### src/rtl/instr_encoder.sv
// instr_encoder: encodes OP_IMM requests into RV32I words and queues them with sequential word addresses.
// Define ENCODER_CHECK_EN to flag illegal requests on err_o; without it unknown IDs become NOPs.
`ifndef INST_ID_LEN
`define INST_ID_LEN 6
`define ADDI  6'd1
`define SLTI  6'd2
`define SLTIU 6'd3
`define XORI  6'd4
`define ORI   6'd5
`define ANDI  6'd6
`define SLLI  6'd7
`define SRLI  6'd8
`define SRAI  6'd9
`endif

module instr_encoder #(
  parameter int DEPTH  = 4,
  parameter int ADDR_W = 10
) (
  input  logic                    clk_i,
  input  logic                    rst_i,
  input  logic                    clear_i,
  input  logic                    req_valid_i,
  output logic                    req_ready_o,
  input  logic [`INST_ID_LEN-1:0] req_id_i,
  input  logic [4:0]              req_rd_i,
  input  logic [4:0]              req_rs1_i,
  input  logic [11:0]             req_imm_i,
  output logic                    word_valid_o,
  input  logic                    word_ready_i,
  output logic [31:0]             word_o,
  output logic [ADDR_W-1:0]       addr_o,
  output logic                    err_o
);
  localparam int PW = $clog2(DEPTH);
  logic [31:0] mem [DEPTH];
  logic [PW-1:0] wr_ptr, rd_ptr;
  logic [PW:0] count;
  logic [2:0] f3;
  logic [6:0] f7;
  logic shift, known, push, pop;
  logic [31:0] enc, word_in;
  always_comb begin
    known = 1'b1;
    shift = 1'b0;
    f3 = 3'b000;
    f7 = 7'b0000000;
    case (req_id_i)
      `ADDI:  f3 = 3'b000;
      `SLTI:  f3 = 3'b010;
      `SLTIU: f3 = 3'b011;
      `XORI:  f3 = 3'b100;
      `ORI:   f3 = 3'b110;
      `ANDI:  f3 = 3'b111;
      `SLLI:  begin shift = 1'b1; f3 = 3'b001; end
      `SRLI:  begin shift = 1'b1; f3 = 3'b101; end
      `SRAI:  begin shift = 1'b1; f3 = 3'b101; f7 = 7'b0100000; end
      default: known = 1'b0;
    endcase
  end
  assign enc = {shift ? {f7, req_imm_i[4:0]} : req_imm_i, req_rs1_i, f3, req_rd_i, 7'b0010011};
  // full exactly when the count's top bit is set, since DEPTH is a power of two
  assign req_ready_o  = !count[PW] && !clear_i;
  assign word_valid_o = |count;
  assign word_o       = word_valid_o ? mem[rd_ptr] : '0;
  assign pop          = word_valid_o && word_ready_i && !clear_i;
`ifdef ENCODER_CHECK_EN
  logic illegal;
  assign illegal = !known || (shift && |req_imm_i[11:5]);
  assign word_in = enc;
  assign push    = req_valid_i && req_ready_o && !illegal;
  always_ff @(posedge clk_i or posedge rst_i)
    if (rst_i) err_o <= 1'b0;
    else err_o <= clear_i ? 1'b0 : (err_o || (req_valid_i && req_ready_o && illegal));
`else
  assign word_in = known ? enc : 32'h0000_0013;
  assign push    = req_valid_i && req_ready_o;
  assign err_o   = 1'b0;
`endif
  always_ff @(posedge clk_i)
    if (push) mem[wr_ptr] <= word_in;
  always_ff @(posedge clk_i or posedge rst_i)
    if (rst_i) begin
      wr_ptr <= '0;
      rd_ptr <= '0;
      count  <= '0;
      addr_o <= '0;
    end else if (clear_i) begin
      wr_ptr <= '0;
      rd_ptr <= '0;
      count  <= '0;
      addr_o <= '0;
    end else begin
      wr_ptr <= wr_ptr + PW'(push);
      rd_ptr <= rd_ptr + PW'(pop);
      addr_o <= addr_o + ADDR_W'(pop);
      count  <= count + (PW+1)'(push) - (PW+1)'(pop);
    end
endmodule

### config.mk
export PLATFORM = sky130hd
export DESIGN_NAME = instr_encoder
export DESIGN_NICKNAME = d
export VERILOG_FILES = /design/src/rtl/instr_encoder.sv
export SDC_FILE = /design/constraint.sdc
export NUM_CORES = 1
export LEC_CHECK = 0
export BUFFER_PORTS_ARGS = -buffer_cell sky130_fd_sc_hd__buf_2
export CELL_PAD_IN_SITES_DETAIL_PLACEMENT = 1
export CELL_PAD_IN_SITES_GLOBAL_PLACEMENT = 2
export CORE_ASPECT_RATIO = 0.7
export CORE_MARGIN = 5
export CORE_UTILIZATION = 41
export CTS_BUF_LIST = sky130_fd_sc_hd__clkbuf_16
export DETAILED_ROUTE_END_ITERATION = 10
export PLACE_DENSITY = 0.85
export SYNTH_ARGS = -nofsm -noshare
export SYNTH_HDL_FRONTEND = slang
export SYNTH_SLANG_ARGS = --single-unit
### constraint.sdc
create_clock -name clk_i -period 3.93 [get_ports clk_i]
set_clock_uncertainty 0.05 [all_clocks]
set_input_delay 0.393 -clock clk_i [delete_from_list [all_inputs] [get_ports clk_i]]
set_output_delay 0.393 -clock clk_i [all_outputs]
set_load 0.01 [all_outputs]
==> out/metrics.yaml, run 1 <==
synth:
  synth_enable_flop_cells: 100
  synth_area_um2: 5060
  synth.distinct_cells: 40
  syn_inst: 298
  async_flop_share: 0.145
  avgSynthCellArea_um2: 17.0
  synth-seq-cells: 117
  synth_ff_type: "edfxtp_1"
  seq_area_frac_synth: 0.678
  yosysWarnings: 0
floorplanning:
  core_area_um2: 12300
  io_pins: 78
  initial_core_util: 0.413
  die_w_um: 143
  rows: 34
  die_area_um2: 14700
  chipHeight_um: 103
layout:
  final_nets: 417
  syn2layout_area_growth_pct: 20.8
  multi_input_area_um2: 1480
  drive_above_1_share: 0.390
  num-fill-cells: 1220
  seq_area_um2: 3430
  antennaDiodeCount: 0
outcome:
  status: "finished clean"
cts:
  tritoncts: "yes"
  cts.repair.resized: 0
  cts_inserted_buffers: 17
  clock-sinks: 117
  clockBufferDepth: 2
  h-tree-depth: 4
  cts_setup_buffers: 0
  cts_root_buf: "clkbuf_16"
  clkSlewWorstSetupHoldPaths_ps: 60
  clk_latency_ps: 420
  hold_buffers: 0
detailed_routing:
  vias: 2833
  vias_per_cell: 5.13
  wl_um: 10700
  wl_per_cell_um: 19.3
  drtIter0Drc: 109
  antenna_left: 0
  dr.pass1.iters: 4
  drcViolationCount: 0
global_routing:
  grt_use_total: 0.156
  overflow: 0
  grt_max_degree: 27
  antenna_found_initial: 0
  grt_pass1_vias: 2993
  grt_pass1_wl_um: 16400
critical_path:
  crit_type: "register to output port"
  cp-end-kind: "output port"
  start_kind: "register"
  cp.arrival_ps: 2340
  cp.required_ps: 3490
  critPathMaxFanout: 26
pwr:
  ir_drop_mv: 0.335
  p_clk_frac: 0.405
  p_sw_w: 0.000974
  p_seq_frac: 0.416
  p_comb_frac: 0.179
  internal_power_w: 0.00256
  sw_frac_of_total: 0.276
  p_leak_nw: 2.29
  p_per_area_nw_per_um2: 578
sta:
  setup_violations: 0
  finalHoldViolCount: 0
  slew_violations: 0
  whs_ps: 26.0
  fin_crit_ps: 2790
  max_freq_mhz: 359
  period_share: 0.709
  rsz0062_at_grt: "false"
  finalSetupTns_ps: 0
  tightestPinTransition_ps: 942
  max_slew_margin: 0.372
placement:
  gp_congestion: 0.765
  dp_hpwl_um: 6750
  numPortBuffers: 72
min_path:
  min_path_type: "input port to asynchronous set/reset pin"
job:
  maxCapViolations: 0
## cell usage in the layout, fill, tap and decap left out, drive strengths merged, types with 2 or more instances in the layout
cell and n:
edfxtp 100, buf 78, nor2b 32, mux4 25
and2 21, clkbuf 17, dfrtp 17, nor2 12
inv 12, clkinvlp 7, xnor2 6, ha 6
conb 5, nor3b 5, nand3 4, a21oi 4
nor3 4, nand2 3, xor2 3, o21ai 3
clkinv 3, nand4 2, or3 2, and3 2
mux2 2, nor4b 2, nor4 2
## Yosys cell counts, types with 2 or more instances
cell | count | area share
edfxtp_1 | 100 | 0.59
nor2b_1 | 32 | 0.040
mux4_2 | 25 | 0.11
dfrtp_1 | 17 | 0.084
nor2_1 | 12 | 0.0089
and2_1 | 11 | 0.014
and2_4 | 10 | 0.017
buf_4 | 9 | 0.013
inv_1 | 8 | 0.0059
ha_1 | 6 | 0.015
xnor2_1 | 6 | 0.010
clkbuf_1 | 5 | 0.0037
nor3b_1 | 5 | 0.0074
a21oi_1 | 4 | 0.0040
buf_2 | 4 | 0.0040
buf_6 | 4 | 0.0089
nand3_1 | 4 | 0.0040
nand2_1 | 3 | 0.0022
nor3_1 | 3 | 0.0030
xor2_1 | 3 | 0.0052
and3_1 | 2 | 0.0025
mux2_2 | 2 | 0.0045
nand4_1 | 2 | 0.0025
nor4_1 | 2 | 0.0025
nor4b_1 | 2 | 0.0035
o21ai_0 | 2 | 0.0020
or3_1 | 2 | 0.0025
## cell families (layout without fill, tap and decap cells)
group,after synthesis,after routing,synth area share
AO/OA/AOI/OAI,12,12,0.0173
XOR/XNOR,9,9,0.0156
adder cells (fa/ha/maj),7,7,0.0188
buffers and inverters,30,118,0.0359
flip-flops,117,117,0.678
multiplexers,27,27,0.116
other,1,5,0.000741
AND/OR/NAND/NOR,95,95,0.118
## worst paths after layout
path / to / depth (start not counted) / from / slack [ps]
worst min register to register: addr_o[8] / 2 / addr_o[8] / 530
max in group asynchronous: rd_ptr[0] / 2 / rst_i / 3320
worst min-delay path: rd_ptr[1] / 2 / rst_i / 30
min in group clk_i: mem[1][17] / 2 / req_rs1_i[2] / 250
worst max-delay path: word_o[22] / 3 / rd_ptr[0] / 1140
worst max register to register: count[2] / 9 / count[1] / 1710
## per-layer routing
layer,up-vias,GRT usage,part of all wire
met1,1484,0.205,0.46
li1,1267,-,-
met2,69,0.238,0.47
met4,0,0.0526,0.013
met3,13,0.0631,0.053
met5,-,0,0
## power by group through the flow
stage / Combinational, W / Clock, W / Sequential [W]
after global routing: 0.000692 / 0.00154 / 0.00148
after global placement: 0.000633 / 0 / 0.00149
after CTS: 0.000649 / 0.00147 / 0.00147
after detailed placement: 0.000643 / 0 / 0.00149
final: 0.000631 / 0.00143 / 0.00147
after floorplan: 0.000454 / 0 / 0.00145
## cell type report
cell class / count / area share
Tap cell: 162 / 0.0332
Timing Repair Buffer: 78 / 0.0663
Clock inverter: 15 / 0.0219
Sequential cell: 117 / 0.561
Clock buffer: 17 / 0.0696
Inverter: 8 / 0.00491
Multi-Input combinational cell: 155 / 0.243
## state kept, by name (all words and copies together), names as in the netlist
name and count:
count 3, mem 100, wr_ptr 2, addr_o 10, rd_ptr 2
## critical path, cell delays in order, from the launching register on
cell	delay (ps)
dfrtp_2	990
mux4_2	600
nor2b_1	170
buf_2	170
## metrics by stage
stage,setup WS (ps),instance area [um2],util,cells,total power [W]
2_1_floorplan,744,5070,-,302,0.00190
3_3_place_gp,1570,5550,0.453,520,0.00212
3_5_place_dp,1520,5550,0.453,520,0.00214
4_1_cts,1050,6110,0.499,552,0.00359
5_1_grt,959,6110,0.499,552,0.00371
6_report,1140,6110,0.499,552,0.00353
No activity file was read; power rests on OpenSTA's default activity.
==> run 2: changes to the inputs <==
==> constraint.sdc (replaced) <==
create_clock -name clk_i -period 2.7 [get_ports clk_i]
set_clock_uncertainty 0.05 [all_clocks]
set_input_delay 0.27 -clock clk_i [delete_from_list [all_inputs] [get_ports clk_i]]
set_output_delay 0.27 -clock clk_i [all_outputs]
set_load 0.01 [all_outputs]
==> run 2 against run 1 <==
Compared with the run above: total power is 44% higher; global-route usage hardly changed; cell area is 0.51% higher; critical path type is now register to register; highest routed layer unchanged.
==> out/metrics.yaml, run 2 (synthesis results as in run 1) <==
pwr:
  ir_drop_mv: 0.454  # +36%
  p_per_area_nw_per_um2: 825  # +43%
  p_leak_nw: 2.35  # +2.5%
detailed_routing:
  wl_per_cell_um: 19.3  # -0.17%
  vias: 2819  # -0.49%
  drtIter0Drc: 157  # +44%
  antenna_left: 0  # unchanged
  drcViolationCount: 0  # unchanged
  vias_per_cell: 5.06  # -1.4%
  wl_um: 10700  # +0.73%
  dr.pass1.iters: 4  # unchanged
floorplanning:
  rows: 34  # unchanged
  chipHeight_um: 103  # unchanged
  die_w_um: 143  # unchanged
  initial_core_util: 0.413  # unchanged
  core_area_um2: 12300  # unchanged
  io_pins: 78  # unchanged
  die_area_um2: 14700  # unchanged
global_routing:
  grt_pass1_vias: 3046  # +1.8%
  overflow: 0  # unchanged
  antenna_found_initial: 1  # +1
  grt_use_total: 0.156  # -0.000341
  grt_max_degree: 27  # unchanged
  grt_pass1_wl_um: 16800  # +2.4%
critical_path:
  path_cells: "nor3_4 > nor3b_1 > ha_1 > inv_1 > ha_1 > inv_1 > fa_1 > xnor2_1 > nor2_1"
  cp.arrival_ps: 2590  # +250 ps
  critical-path-top-delay-family: "adder cells"
  crit_type: "register to register"
  r2r_slack_ps: 340  # -1370 ps
  crit_path_top_delay_cell: "nor3b_1"
  start_kind: "register"
  cp-end-kind: "register"
  cp.buffers_inverters: 2  # +1
  slowest_delay_ps: 490  # -500 ps
  critPathMaxFanout: 3  # -88%
  cp.required_ps: 2920  # -570 ps
placement:
  numPlacedInstances: 523  # +0.58%
  numPortBuffers: 72  # unchanged
  dp_worst_setup_slack_ps: 284  # -1240 ps
  gp_congestion: 0.757  # -0.98%
  post_dp_cell_area_um2: 5590  # +0.74%
  dp_hpwl_um: 6770  # +0.43%
layout:
  final_cell_mix: "edfxtp_1, buf_2, nor2b_1"
  largest_register_ffs: 100  # unchanged
  final_common_cell: "edfxtp_1"
  syn2layout_area_growth_pct: 21.4
  finalInstanceArea_um2: 6140  # +0.51%
  final_util: 0.501  # +0.00255
  instances_no_fill: 557  # +0.91%
  drive_above_1_share: 0.391  # +0.00112
  num-fill-cells: 1211  # -0.74%
  top_register: "mem"
  final_nets: 421  # +0.96%
  largest_registers: "mem (100), addr_o (10), count (3)"
cts:
  cts_inserted_buffers: 17  # unchanged
  clockBufferDepth: 2  # unchanged
  clkSlewWorstSetupHoldPaths_ps: 50  # about the same
  clock-sinks: 117  # unchanged
  clk_latency_ps: 400  # -20 ps
  h-tree-depth: 4  # unchanged
  cts_root_buf: "clkbuf_16"
  tritoncts: "yes"
job:
  maxCapViolations: 0  # unchanged
sta:
  rsz0062_at_grt: "false"
  max_freq_mhz: 424
  setup_violations: 0  # unchanged
  setup_ws_ps: 340  # -805 ps
  finalSetupTns_ps: 0  # unchanged
  max_slew_margin: 0.571  # +0.199
  period_share: 0.874
  finalHoldViolCount: 0  # unchanged
  slew_violations: 0  # unchanged
  tightestPinTransition_ps: 643  # -299 ps
  fin_crit_ps: 2360
min_path:
  min_path_type: "input port to register"
outcome:
  status: "finished clean"
## run 2: worst paths after layout
kind | from | to | depth (start not counted)
max in group asynchronous | rst_i | rd_ptr[0] | 3
worst min register to register | addr_o[8] | addr_o[8] | 2
worst max-delay path | count[1] | count[2] | 9
min in group asynchronous | rst_i | addr_o[9] | 3
worst min-delay path | req_rs1_i[4] | mem[3][19] | 2
worst max register to register | count[1] | count[2] | 9
## run 2: repair_timing
item                      CTS  global route
hold buffers                1             0
hold endpoints to repair   17             0
gates resized for setup     0             0
buffers inserted            0             0
## run 2: cell type report
type	count	area, um2	share of cell area
Timing Repair Buffer	82	438	0.0713
Multi-Input combinational cell	155	1500	0.245
Sequential cell	117	3430	0.558
Clock inverter	13	61.3	0.00998
Inverter	8	30.0	0.00489
Clock buffer	19	475	0.0774
Antenna cell	1	2.50	0.000407
Tap cell	162	203	0.0330
## run 2: where the power goes
group          switching, W  internal, W
Combinational      0.000553     0.000429
Clock              0.000743      0.00125
Sequential        0.0000492      0.00204
Total               0.00135      0.00372
## run 2: layer usage
layer | vias to the layer above | GRT usage | routed length [um]
met1 | 1458 | 0.197 | 4710
met4 | 0 | 0.0709 | 160
met2 | 71 | 0.254 | 5400
li1 | 1279 | - | -
met3 | 11 | 0.0408 | 467
met5 | - | 0 | 0
## run 2: through the flow
step           hold slack (ps)  power, W
3_5_place_dp               338   0.00312
4_1_cts                    108   0.00515
3_3_place_gp               336   0.00309
5_1_grt                    126   0.00531
2_1_floorplan              146   0.00277
6_report                   137   0.00507
